==> src/rtl/td4_fetch.sv <==
// TD4 instruction-fetch front end.
// Program memory is filled after reset through a valid/ready byte-stream
// loader, then the block runs: op = mem[pc] is presented combinationally to
// the decoder, pc advances on step or is loaded from the decoder's jump
// target, and an unconditional jump to the current address halts the core.
module td4_fetch #(
    parameter int          DEPTH  = 16,
    parameter int          AW     = 4,
    parameter int          WIDTH  = 8,
    parameter logic [3:0]  JMP_OP = 4'b1111
) (
    input  logic             clk,
    input  logic             n_reset,
    input  logic             wr_valid,
    output logic             wr_ready,
    input  logic [WIDTH-1:0] wr_data,
    input  logic             wr_last,
    input  logic             step,
    input  logic             pc_load,
    input  logic [AW-1:0]    pc_in,
    output logic [WIDTH-1:0] op,
    output logic             op_valid,
    output logic [AW-1:0]    pc,
    output logic             halted,
    output logic [AW:0]      load_count
);

    typedef enum logic [0:0] {
        ST_LOAD = 1'b0,
        ST_RUN  = 1'b1
    } state_t;

    state_t           state_r;
    state_t           state_nxt_s;

    logic [WIDTH-1:0] mem_r [DEPTH];
    logic [AW-1:0]    waddr_r;
    logic [AW-1:0]    pc_r;
    logic             halted_r;
    logic [AW:0]      load_count_r;

    logic [WIDTH-1:0] op_s;
    logic             wr_fire_s;
    logic             load_done_s;
    logic             run_step_s;
    logic             halt_hit_s;

    // Datapath decode: loader handshake, end of load, gated step and halt detection.
    always_comb begin
        op_s        = mem_r[pc_r];
        wr_fire_s   = 1'b0;
        load_done_s = 1'b0;
        run_step_s  = 1'b0;
        halt_hit_s  = 1'b0;
        if (state_r == ST_LOAD) begin
            wr_fire_s   = wr_valid;
            // The last slot ends the load even without wr_last.
            load_done_s = wr_valid && (wr_last || (waddr_r == AW'(DEPTH - 1)));
        end else begin
            run_step_s  = step && !halted_r;
            // Only an unconditional jump to the current address is a halt;
            // conditional jumps to self fall through to a normal pc load.
            halt_hit_s  = step && !halted_r && pc_load && (pc_in == pc_r) &&
                          (op_s[WIDTH-1:WIDTH-4] == JMP_OP);
        end
    end

    // Next-state logic: LOAD -> RUN on the final accepted word; RUN is left only by reset.
    always_comb begin
        state_nxt_s = state_r;
        case (state_r)
            ST_LOAD: begin
                if (load_done_s) begin
                    state_nxt_s = ST_RUN;
                end else begin
                    state_nxt_s = ST_LOAD;
                end
            end
            ST_RUN:  state_nxt_s = ST_RUN;
            default: state_nxt_s = ST_LOAD;
        endcase
    end

    // State register.
    always_ff @(posedge clk) begin
        if (!n_reset) begin
            state_r <= ST_LOAD;
        end else begin
            state_r <= state_nxt_s;
        end
    end

    // Program memory: cleared by reset so unloaded words read as zero.
    always_ff @(posedge clk) begin
        if (!n_reset) begin
            for (int i = 0; i < DEPTH; i++) begin
                mem_r[i] <= '0;
            end
        end else if (wr_fire_s) begin
            mem_r[waddr_r] <= wr_data;
        end
    end

    // Loader write address and word counter (saturating at DEPTH).
    always_ff @(posedge clk) begin
        if (!n_reset) begin
            waddr_r      <= '0;
            load_count_r <= '0;
        end else if (wr_fire_s) begin
            waddr_r <= waddr_r + AW'(1);
            if (load_count_r != (AW + 1)'(DEPTH)) begin
                load_count_r <= load_count_r + (AW + 1)'(1);
            end
        end
    end

    // Program counter and sticky halt flag.
    always_ff @(posedge clk) begin
        if (!n_reset) begin
            pc_r     <= '0;
            halted_r <= 1'b0;
        end else if (load_done_s) begin
            pc_r <= '0;
        end else if (halt_hit_s) begin
            halted_r <= 1'b1;
        end else if (run_step_s) begin
            if (pc_load) begin
                pc_r <= pc_in;
            end else begin
                // DEPTH is a power of two, so natural overflow wraps to 0.
                pc_r <= pc_r + AW'(1);
            end
        end
    end

    assign wr_ready   = (state_r == ST_LOAD);
    assign op         = (state_r == ST_RUN) ? op_s : '0;
    assign op_valid   = (state_r == ST_RUN) && !halted_r;
    assign pc         = pc_r;
    assign halted     = halted_r;
    assign load_count = load_count_r;

endmodule

==> config.mk <==
export PLATFORM = sky130hd
export DESIGN_NAME = td4_fetch
export DESIGN_NICKNAME = d
export VERILOG_FILES = /design/src/rtl/td4_fetch.sv
export SDC_FILE = /design/constraint.sdc
export NUM_CORES = 1
export LEC_CHECK = 0
export CAP_MARGIN = 20
export CORE_MARGIN = 2
export CORE_UTILIZATION = 60
export CTS_CLUSTER_SIZE = 12
export DETAILED_ROUTE_END_ITERATION = 7
export GPL_TIMING_DRIVEN = 0
export PLACE_DENSITY = 0.83
export SLEW_MARGIN = 20
export SYNTH_ARGS = -nofsm -noshare
export SYNTH_HDL_FRONTEND = slang
export SYNTH_SLANG_ARGS = --single-unit
==> constraint.sdc <==
create_clock -name clk -period 6.6 [get_ports clk]
set_clock_uncertainty 0.15 [all_clocks]
set_input_delay 0.99 -clock clk [delete_from_list [all_inputs] [get_ports clk]]
set_output_delay 0.99 -clock clk [all_outputs]
set_load 0.05 [all_outputs]
==> impl_metrics.py, run 1 <==
metrics = {
    "clock_tree": {
        "ctsResizeCount": 0,
        "clockBufferDepth": 2,
        "h-tree-depth": 4,
        "cts_buffers": 17,
        "cts_sinks": 147,
        "postCtsSetupBuffers": 0,
        "root_buffer": "clkbuf_16",
        "tritoncts": "done",
        "cts.clk_slew.worst_paths_ns": 0.06,
        "clock_insertion_delay_worst_skew_ns": 0.42,
        "postCtsHoldBufs": 0,
    },
    "timing": {
        "slew_violations": 0,
        "setup_tns_ns": 0,
        "post-route-period-util_pct": 74.0,
        "worst_pin_slew_ns": 1.05,
        "fin_crit_ns": 4.88,
        "holdWs_ns": 0.406,
        "setup_viol": 0,
        "rsz0062_at_grt": "false",
        "relSlewSlack_pct": 29.4,
        "hold_viol": 0,
        "timing.fmax_mhz": 205,
    },
    "placed_design": {
        "placedCellCount": 666,
        "gp_congestion": 0.946,
        "dpl_cell_area_mm2": 0.00746,
        "dp_hpwl_um": 10500,
        "io_buffers": 36,
    },
    "setup_path": {
        "worstSetupEndpointType": "output pin",
        "r2r_end": "mem_r[3][3]",
        "max_stage_delay_ns": 0.71,
        "ff2ff_path_depth": 5,
        "worst_setup_path_start_kind": "flip-flop",
        "cp_cell_sequence": "buf_1 -> clkbuf_1 -> mux4_2 -> mux4_2 -> and2_1 -> clkdlybuf4s50_1",
        "cp.required_ns": 5.46,
        "r2r_start": "state_r",
        "cp_max_fo": 10,
        "rrSetupSlack_ns": 3.42,
        "worstPathArrival_ns": 3.74,
        "cp_slowest_cell": "clkdlybuf4s50_1",
        "path_class": "reg2out",
        "cp_common_cell": "mux4_2",
    },
    "yosys": {
        "async_flop_share_pct": 0,
        "yosys.area.top_type": "edfxtp_1",
        "synth.avg_cell_area_um2": 14.2,
        "synth_common_cells": "and2_1, edfxtp_1, mux4_2, nor2_1, dfxtp_1",
        "synthTopCellsByArea": "edfxtp_1, and2_1, mux4_2",
        "synth_top_area_share_pct": 55.5,
        "netlist_instances": 487,
        "synth_seq_cells": 147,
        "synth.most_common_cell": "and2_1",
        "synth_warnings": 0,
        "yosysUniqueCellTypes": 38,
        "synth_nets": 512,
        "seq_area_frac_synth_pct": 61.0,
        "ys.flop_type": "edfxtp_1",
        "synth_edf_count": 128,
        "synthesis.area_mm2": 0.00692,
    },
    "finish": {
        "layout.nets": 567,
        "antenna_cells": 0,
        "areaGrowthSynthToFinish_pct": 16.1,
        "seqCellArea_mm2": 0.00422,
        "fillCellCount": 730,
        "layout-drive-gt1-share_pct": 13.0,
        "multi_input_area_mm2": 0.00254,
        "fin_cells": 698,
        "fin_area_mm2": 0.00803,
    },
    "die": {
        "coreArea_mm2": 0.0113,
        "die_w_um": 111,
        "start_util_pct": 61.1,
        "die_h_um": 111,
        "dieArea_mm2": 0.0124,
        "placementRows": 39,
        "ios": 38,
    },
    "drt": {
        "wire_per_inst_um": 21.2,
        "firstDrtPassIters": 5,
        "met1_length_um": 5760,
        "via_per_inst": 6.11,
        "wl_met2_um": 7430,
        "drc": 0,
        "totalWireLength_um": 14800,
        "wl_met3_um": 1130,
        "ant_nets": 0,
        "top_layer_used": "met4",
        "drt_iter0_drc": 380,
        "num_vias": 4264,
    },
    "min_path": {
        "holdPathEnd": "pc[3]",
        "hp-start": "pc[3]",
        "min_path_type": "reg2reg",
        "worstHoldPathCells": 2,
    },
    "global_route": {
        "grt_start_max_net_pins": 17,
        "grt_pass1_wl_um": 23200,
        "grt_pass1_vias": 4211,
        "grt_usage_pct": 25.4,
        "grt-ovfl-total": 0,
        "antenna_found_initial": 0,
    },
    "job": {
        "maxCapViolations": 0,
    },
    "pwr": {
        "vdd_drop_max_uv": 228,
        "power_density_mw_per_mm2": 268,
        "p_leak_nw": 2.87,
    },
    "run_status": {
        "status": "finished, final reports clean",
    },
}
==> worst max-delay path, delay by kind of cell, from the launching register on <==
kind          cells  cell delay, ns
simple gates      1            0.20
flops             1            0.39
buf+inv           3            1.81
mux               2            0.91
==> cells by family after synthesis <==
family                     count (synthesis)  share of synthesized area, %
AOI/OAI and AO/OA                         41                          4.39
xor gates and xnor gates                  11                          1.39
adders and majority gates                  7                          1.27
buffers and inverters                     32                          2.28
DFF                                      147                          61.0
muxes                                     41                          12.3
and+or+nand+nor                          208                          17.4
==> per-layer routing <==
layer	up-vias	global-route usage, %
met4	0	11.6
met1	2129	33.2
li1	1903	-
met2	199	41.3
met3	33	5.66
met5	-	0
==> registers in the layout (all words and copies together), names as in the netlist, named ones only <==
name        count
state_r         1
mem_r         128
load_count      5
waddr_r         4
halted          1
pc              4
==> metrics by stage <==
stage	utilization (%)	power (mW)	setup WS [ns]
global route	71.0	2.21	1.60
finish	71.0	2.15	1.72
floorplan	-	1.19	3.20
global placement	65.9	1.24	2.29
detailed placement	65.9	1.25	2.22
CTS	71.0	2.15	1.72
==> area by class of cell <==
type | instances | share of cell area, %
Sequential cell | 147 | 52.6
Clock inverter | 7 | 0.545
Tap cell | 143 | 2.23
Buffer | 25 | 1.64
Timing Repair Buffer | 36 | 4.49
Multi-Input combinational cell | 308 | 31.6
Inverter | 7 | 0.327
Clock buffer | 25 | 6.59
==> power breakdown <==
group / internal (mW) / total [mW] / switching, mW
logic: 0.0689 / 0.172 / 0.103
registers: 1.04 / 1.06 / 0.0157
clock network: 0.557 / 0.918 / 0.362
==> cell usage in the layout (no fill, tap or decap), types with 3 or more instances in the layout <==
master,instances
and2_1,140
edfxtp_1,128
clkdlybuf4s50_1,36
mux4_2,35
nor2_1,20
clkbuf_1,20
clkbuf_16,20
dfxtp_1,19
nand2_1,13
o21ai_1,12
nand3_1,11
xnor2_1,11
nand2b_1,8
ha_1,7
inv_1,6
mux2i_1,6
nor3_1,6
nor2b_1,5
a21oi_1,5
a31oi_1,4
o22ai_1,4
clkinv_2,4
buf_1,3
a22oi_1,3
nand4_1,3
==> how the worst max path moves through the flow <==
stage	startpoint	end	slack [ns]	cells past startpoint
6_report	flip-flop	op[2]	1.72	6
5_1_grt	flip-flop	op[3]	1.60	6
4_1_cts	flip-flop	op[2]	1.72	6
3_5_place_dp	flip-flop	op[2]	2.22	6
3_3_place_gp	flip-flop	op[3]	2.29	6
2_1_floorplan	flip-flop	op[0]	3.20	7
Note: power is estimated with default switching activity, not from simulation.
==> inputs of run 2 (changes only) <==
==> constraint.sdc (replaced) <==
create_clock -name clk -period 5.1 [get_ports clk]
set_clock_uncertainty 0.15 [all_clocks]
set_input_delay 0.765 -clock clk [delete_from_list [all_inputs] [get_ports clk]]
set_output_delay 0.765 -clock clk [all_outputs]
set_load 0.05 [all_outputs]
==> results of run 2 <==
Same layout as run 1 (identical final DEF). Status: finished, final reports clean.
Main changes from that run: setup slack after placement 2.22 ns -> 0.943 ns; setup slack after layout 1.72 ns -> 0.440 ns; register-to-register setup slack 3.42 ns -> 1.92 ns; total power 2.15 mW -> 2.78 mW; worst IR drop on VDD 228 uV -> 294 uV
==> inputs of run 3 (changes only) <==
--- a/config.mk
+++ b/config.mk
@@ -12,7 +12,7 @@
 export DETAILED_ROUTE_END_ITERATION = 7
 export GPL_TIMING_DRIVEN = 0
 export PLACE_DENSITY = 0.83
-export SLEW_MARGIN = 20
+export RECOVER_POWER = 100
 export SYNTH_ARGS = -nofsm -noshare
 export SYNTH_HDL_FRONTEND = slang
 export SYNTH_SLANG_ARGS = --single-unit
==> impl_metrics.py, run 3 (synthesis gave the netlist of run 1 again) <==
metrics = {
    "run_status": {
        "status": "finished, final reports clean",
    },
    "timing": {
        "post-route-period-util_pct": 92.3,
        "timing.fmax_mhz": 212,
        "relSlewSlack_pct": 4.27,
        "setup_tns_ns": 0,
        "setup_viol": 0,
        "worst_slack_ns": 0.394,
        "rsz0062_at_grt": "false",
        "slew_violations": 0,
        "fin_crit_ns": 4.71,
        "hold_viol": 0,
        "worst_pin_slew_ns": 1.42,
    },
    "setup_path": {
        "max_stage_delay_ns": 0.77,
        "cp_slowest_cell": "dlygate4sd3_1",
        "cp_cell_sequence": "clkbuf_1 -> clkbuf_1 -> mux4_2 -> mux4_2 -> and2_1 -> dlygate4sd3_1",
        "worstSetupEndpointType": "output pin",
        "worstPathArrival_ns": 3.79,
        "cp_max_fo": 10,
        "path_class": "reg2out",
        "worst_setup_path_start_kind": "flip-flop",
        "cp.required_ns": 4.18,
    },
    "clock_tree": {
        "cts_sinks": 147,
        "postCtsSetupBuffers": 0,
        "tritoncts": "done",
        "cts.clk_slew.worst_paths_ns": 0.06,
        "cts_buffers": 17,
        "clock_insertion_delay_worst_skew_ns": 0.42,
        "postCtsHoldBufs": 0,
        "h-tree-depth": 4,
        "root_buffer": "clkbuf_16",
        "ctsResizeCount": 0,
        "clockBufferDepth": 2,
    },
    "drt": {
        "drc": 0,
        "num_vias": 4278,
        "firstDrtPassIters": 5,
        "totalWireLength_um": 14900,
        "wire_per_inst_um": 21.3,
        "ant_nets": 0,
        "drt_iter0_drc": 382,
        "via_per_inst": 6.13,
    },
    "die": {
        "die_h_um": 111,
        "coreArea_mm2": 0.0113,
        "placementRows": 39,
        "dieArea_mm2": 0.0124,
        "start_util_pct": 61.1,
        "ios": 38,
        "die_w_um": 111,
    },
    "finish": {
        "antenna_cells": 0,
        "layout_common_cells": "edfxtp_1, and2_0, and2_1",
        "layout.nets": 567,
        "final_common_cell": "edfxtp_1",
        "largest_reg_flops": 128,
        "regMostFlops": "mem_r",
        "layout-drive-gt1-share_pct": 12.8,
        "areaGrowthSynthToFinish_pct": 15.8,
    },
    "pwr": {
        "power_density_mw_per_mm2": 347,
        "p_leak_nw": 2.82,
        "vdd_drop_max_uv": 297,
    },
    "min_path": {
        "min_path_type": "reg2reg",
    },
    "global_route": {
        "grt_start_max_net_pins": 17,
        "grt_pass1_wl_um": 23200,
        "antenna_found_initial": 0,
        "grt_pass1_vias": 4211,
        "grt_usage_pct": 25.4,
        "grt-ovfl-total": 0,
    },
    "placed_design": {
        "gp_congestion": 0.946,
        "io_buffers": 36,
        "dp_hpwl_um": 10500,
        "post-place-ws_ns": 0.943,
    },
    "job": {
        "maxCapViolations": 0,
    },
}
==> run 3: cell types whose count changed in the layout (fill, tap and decap cells not counted), moves of 3 or more <==
cell and delta:
and2_1 -104, clkdlybuf4s50_1 -21, o21ai_1 -12, and2_0 +104, dlygate4sd3_1 +21, clkbuf_1 +3, buf_1 -3, o21ai_0 +12
==> run 3: per-layer routing <==
layer  up-vias  part of all wire, %  wire, um  global-route usage (%)
met2       203                   50      7440                    41.3
met4         0                  3.3       493                    11.6
met5         -                    0         0                       0
met1      2139                   39      5780                    33.2
li1       1902                    -         -                       -
met3        34                  7.6      1130                    5.66
==> run 3: area by class of cell <==
| type | instances | area, um^2 |
|---|---|---|
| multi-input cells | 308 | 2520 |
| inverters | 7 | 26.3 |
| well taps | 143 | 179 |
| plain buffers | 25 | 131 |
| fillers | 731 | 3310 |
| clock buffers | 25 | 529 |
| flip-flops and latches | 147 | 4220 |
| clock inverters | 7 | 43.8 |
| repair buffers | 36 | 360 |
==> run 3: worst paths after layout <==
path / to / cells after the start / slack, ns / start
hold reg to reg: pc[3] / 2 / 0.40 / pc[3]
setup / recovery: op[3] / 6 / 0.39 / flip-flop
hold / removal: pc[3] / 2 / 0.40 / pc[3]
setup reg to reg: mem_r[1][7] / 5 / 1.91 / state_r
==> run 3: per-stage QoR <==
stage,hold slack (ns),power [mW],cells,utilization (%),area [um^2]
after global placement,0.383,1.61,666,65.9,7460
after global routing,0.447,2.85,698,70.8,8020
final,0.404,2.78,698,70.8,8020
after CTS,0.412,2.79,698,71.0,8030
after floorplan,0.479,1.53,487,-,6920
after detailed placement,0.401,1.62,666,65.9,7460
==> run 3: report_power, final <==
part           internal [mW]  total [mW]  switching [mW]
clock network          0.720        1.19           0.471
logic                 0.0851       0.217           0.132
registers               1.35        1.37          0.0202
==> run 3: worst max-delay path: cells and delay by family (launching register included) <==
family / cells / cell delay [ns]
mux: 2 / 0.91
flops: 1 / 0.39
simple gates: 1 / 0.20
buf+inv: 3 / 1.86
==> variant, RTL diff (settings of run 3) <==
`AW`: 4 -> 5.
--- a/src/rtl/td4_fetch.sv
+++ b/src/rtl/td4_fetch.sv
@@ -5,7 +5,7 @@
 // target, and an unconditional jump to the current address halts the core.
 module td4_fetch #(
     parameter int          DEPTH  = 16,
-    parameter int          AW     = 4,
+    parameter int          AW     = 5,
     parameter int          WIDTH  = 8,
     parameter logic [3:0]  JMP_OP = 4'b1111
 ) (
Interface: changed (resized load_count, pc and pc_in); port bits go from 38 to 41. No check against the original RTL was run, so the function may have changed too.
==> variant against run 3 <==
- synthesized cell count grew 8.2%
- first-iteration DRC count grew 29%
- sequential cell count grew 3
- register-to-register slack lost 180 ps
- global-route usage grew 1.6 points
- routed wire length grew 10%
- critical path depth is the same
- critical path type unchanged
- synthesized area grew 5.1%
- total power shrank 0.70%
- fmax is essentially flat
- highest routed layer unchanged
- worst setup slack is essentially flat
- final area grew 4.9%
- largest power group unchanged
==> variant: results (changes against run 3) <==
Synthesis
  • Main synth FF type: edfxtp_1 (unchanged)
  • Commonest cells in the netlist: 143 x and2_1, 128 x edfxtp_1, 23 x nor2_1 (was 140 x and2_1, 128 x edfxtp_1, 35 x mux4_2, 20 x nor2_1, 19 x dfxtp_1)
  • Adder-cell share of the synthesized area: 0.0138 (was 0.0127)
  • Synth Area in Compound Gates: 0.0411 (was 0.0439)
  • Post-Syn Instances: 527 (was 487)
  • Post-Synth XOR/XNOR Area: 0.0169 (was 0.0139)
  • Netlist cell types: 45 (was 38)
  • Synthesis Warnings: 0 (unchanged)
  • Post-synth ARST share: 0 (unchanged)
  • Sequential element share of the synthesized area: 0.589 (was 0.610)
  • Area contributors post-synth: edfxtp_1 53%, and2_1 12%, mux4_1 7.9%, dfxtp_1 6.1%, mux4_2 4.0% (was edfxtp_1 56%, and2_1 13%, mux4_2 11%, dfxtp_1 5.5%, xnor2_1 1.4%)
  • Multiplexer area fraction after synthesis: 0.130 (was 0.123)
  • Net count after synthesis: 554 (was 512)
  • Number of synthesized flops with an enable pin: 128 (unchanged)

Critical path
  • Reg-to-Reg End: mem_r[3][1] (was mem_r[1][7])
  • WP data arrival: 3790 ps (about the same)
  • Reg2reg path depth: 5 (unchanged)
  • Worst r2r src: state_r (unchanged)
  • Flop2flop setup slack: 1730 ps (was 1910 ps)

Layout
  • Nets@finish: 624 (was 567)
  • Fillers: 799 (was 731)
  • Layout cell share with drive strength beyond 1: 0.0836 (was 0.128)
  • Most flop-heavy register: mem_r (unchanged)
  • Ant. Diodes: 0 (unchanged)
  • Max reg flops: 128 (unchanged)
  • Area of the multi-input gates: 0.00278 mm2 (was 0.00252 mm2)

Clocking
  • CTS H-tree lvls: 4 (unchanged)
  • Worst-Skew Late Latency: around 430 ps
  • Total CTS buffers: 17 (unchanged)
  • Resize count post-CTS: 0 (unchanged)
  • Clk pin slew, worst setup/hold paths: roughly 50 ps
  • Post-CTS Setup Repair Bufs: 0 (unchanged)
  • CTS tree: built (unchanged)
  • Root Driver: clkbuf_16 (unchanged)
  • Clk buf depth: 2 (unchanged)

Routing
  • 1st-iter DRT viols: 492 (was 382)
  • Wire per inst: 21.6 um (was 21.3 um)
  • Final WL: 16.4 mm (was 14.9 mm)
  • Vias per Instance: 6.07 (was 6.13)

Global routing
  • GRT Util Overall: 0.269 (was 0.254)
  • First-pass GRT wire length: 25.2 mm (was 23.2 mm)
  • Number of global-route vias before repair: 4737 (was 4211)

Hold path
  • HP Start: halted (was pc[3])
  • Hold depth: 1 (was 2)
  • Worst hold endpoint: halted (was pc[3])

Placed design
  • GP Congestion: 0.880 (was 0.946)
  • I/O Buffers: 39 (was 36)
  • Dpl hpwl: 11.6 mm (was 10.5 mm)
  • Dpl cell area: 0.00792 mm2 (was 0.00746 mm2)
  • Inst Count DP: 723 (was 666)

Power
  • Leak Pwr: 3.01 nW (was 2.82 nW)
  • Peak supply drop: 0.000228 V (was 0.000297 V)

Status
  • Run status: finished, final reports clean (unchanged)

Timing
  • Slew headroom: 0.312 (was 0.0427)
  • Final min period: 4710 ps (about the same)
==> variant: changes by cell type in the layout (fill, tap and decap cells not counted), moves of 5 or more <==
cell	change
mux4_1	+22
mux4_2	-22
clkbuf_1	+14
nand2_1	+9
and2_0	+5
==> variant: power by group <==
group          internal [mW]  switching, mW
Combinational         0.0903          0.141
Sequential              1.38         0.0197
Clock                  0.661          0.474
==> variant: area by class of cell <==
class                           count  area share
Clock buffer                       21      0.0524
Timing Repair Buffer               51      0.0518
Sequential cell                   150       0.510
Inverter                           10     0.00461
Multi-Input combinational cell    340       0.331
Buffer                             27      0.0191
Clock inverter                     11      0.0101
Tap cell                          147      0.0219
==> variant: routing by layer <==
| metal | global-route usage | wire length (um) |
|---|---|---|
| met1 | 0.322 | 6270 |
| met2 | 0.449 | 8230 |
| met3 | 0.0678 | 1170 |
| met4 | 0.150 | 687 |
| met5 | 0 | 0 |
==> variant: kinds of logic after synthesis <==
logic type               after synthesis
AO/OA/AOI/OAI                         43
XOR/XNOR                              14
adder cells (fa/ha/maj)                8
buffers and inverters                 37
flip-flops                           150
multiplexers                          42
AND/OR/NAND/NOR                      233
==> variant: how the worst max path moves through the flow <==
stage,depth (start not counted),end,slack (ps),start
floorplan,7,op[2],2050,flop
global placement,6,op[0],930,flop
detailed placement,6,op[1],870,flop
CTS,6,op[1],410,flop
global route,6,op[1],270,flop
finish,6,op[1],390,flop
==> variant: critical path, cell delays in order, from the launching register on <==
cell	delay, ps
dfxtp_1	370
clkbuf_1	580
clkbuf_1	540
mux4_2	430
mux4_2	470
and2_1	190
dlygate4sd3_1	770
==> variant: metrics by stage <==
step | hold WS [ps] | setup WS, ps
after floorplan | 339 | 2050
after global placement | 351 | 930
after detailed placement | 367 | 872
after CTS | 380 | 410
after global routing | 421 | 272
final | 371 | 393
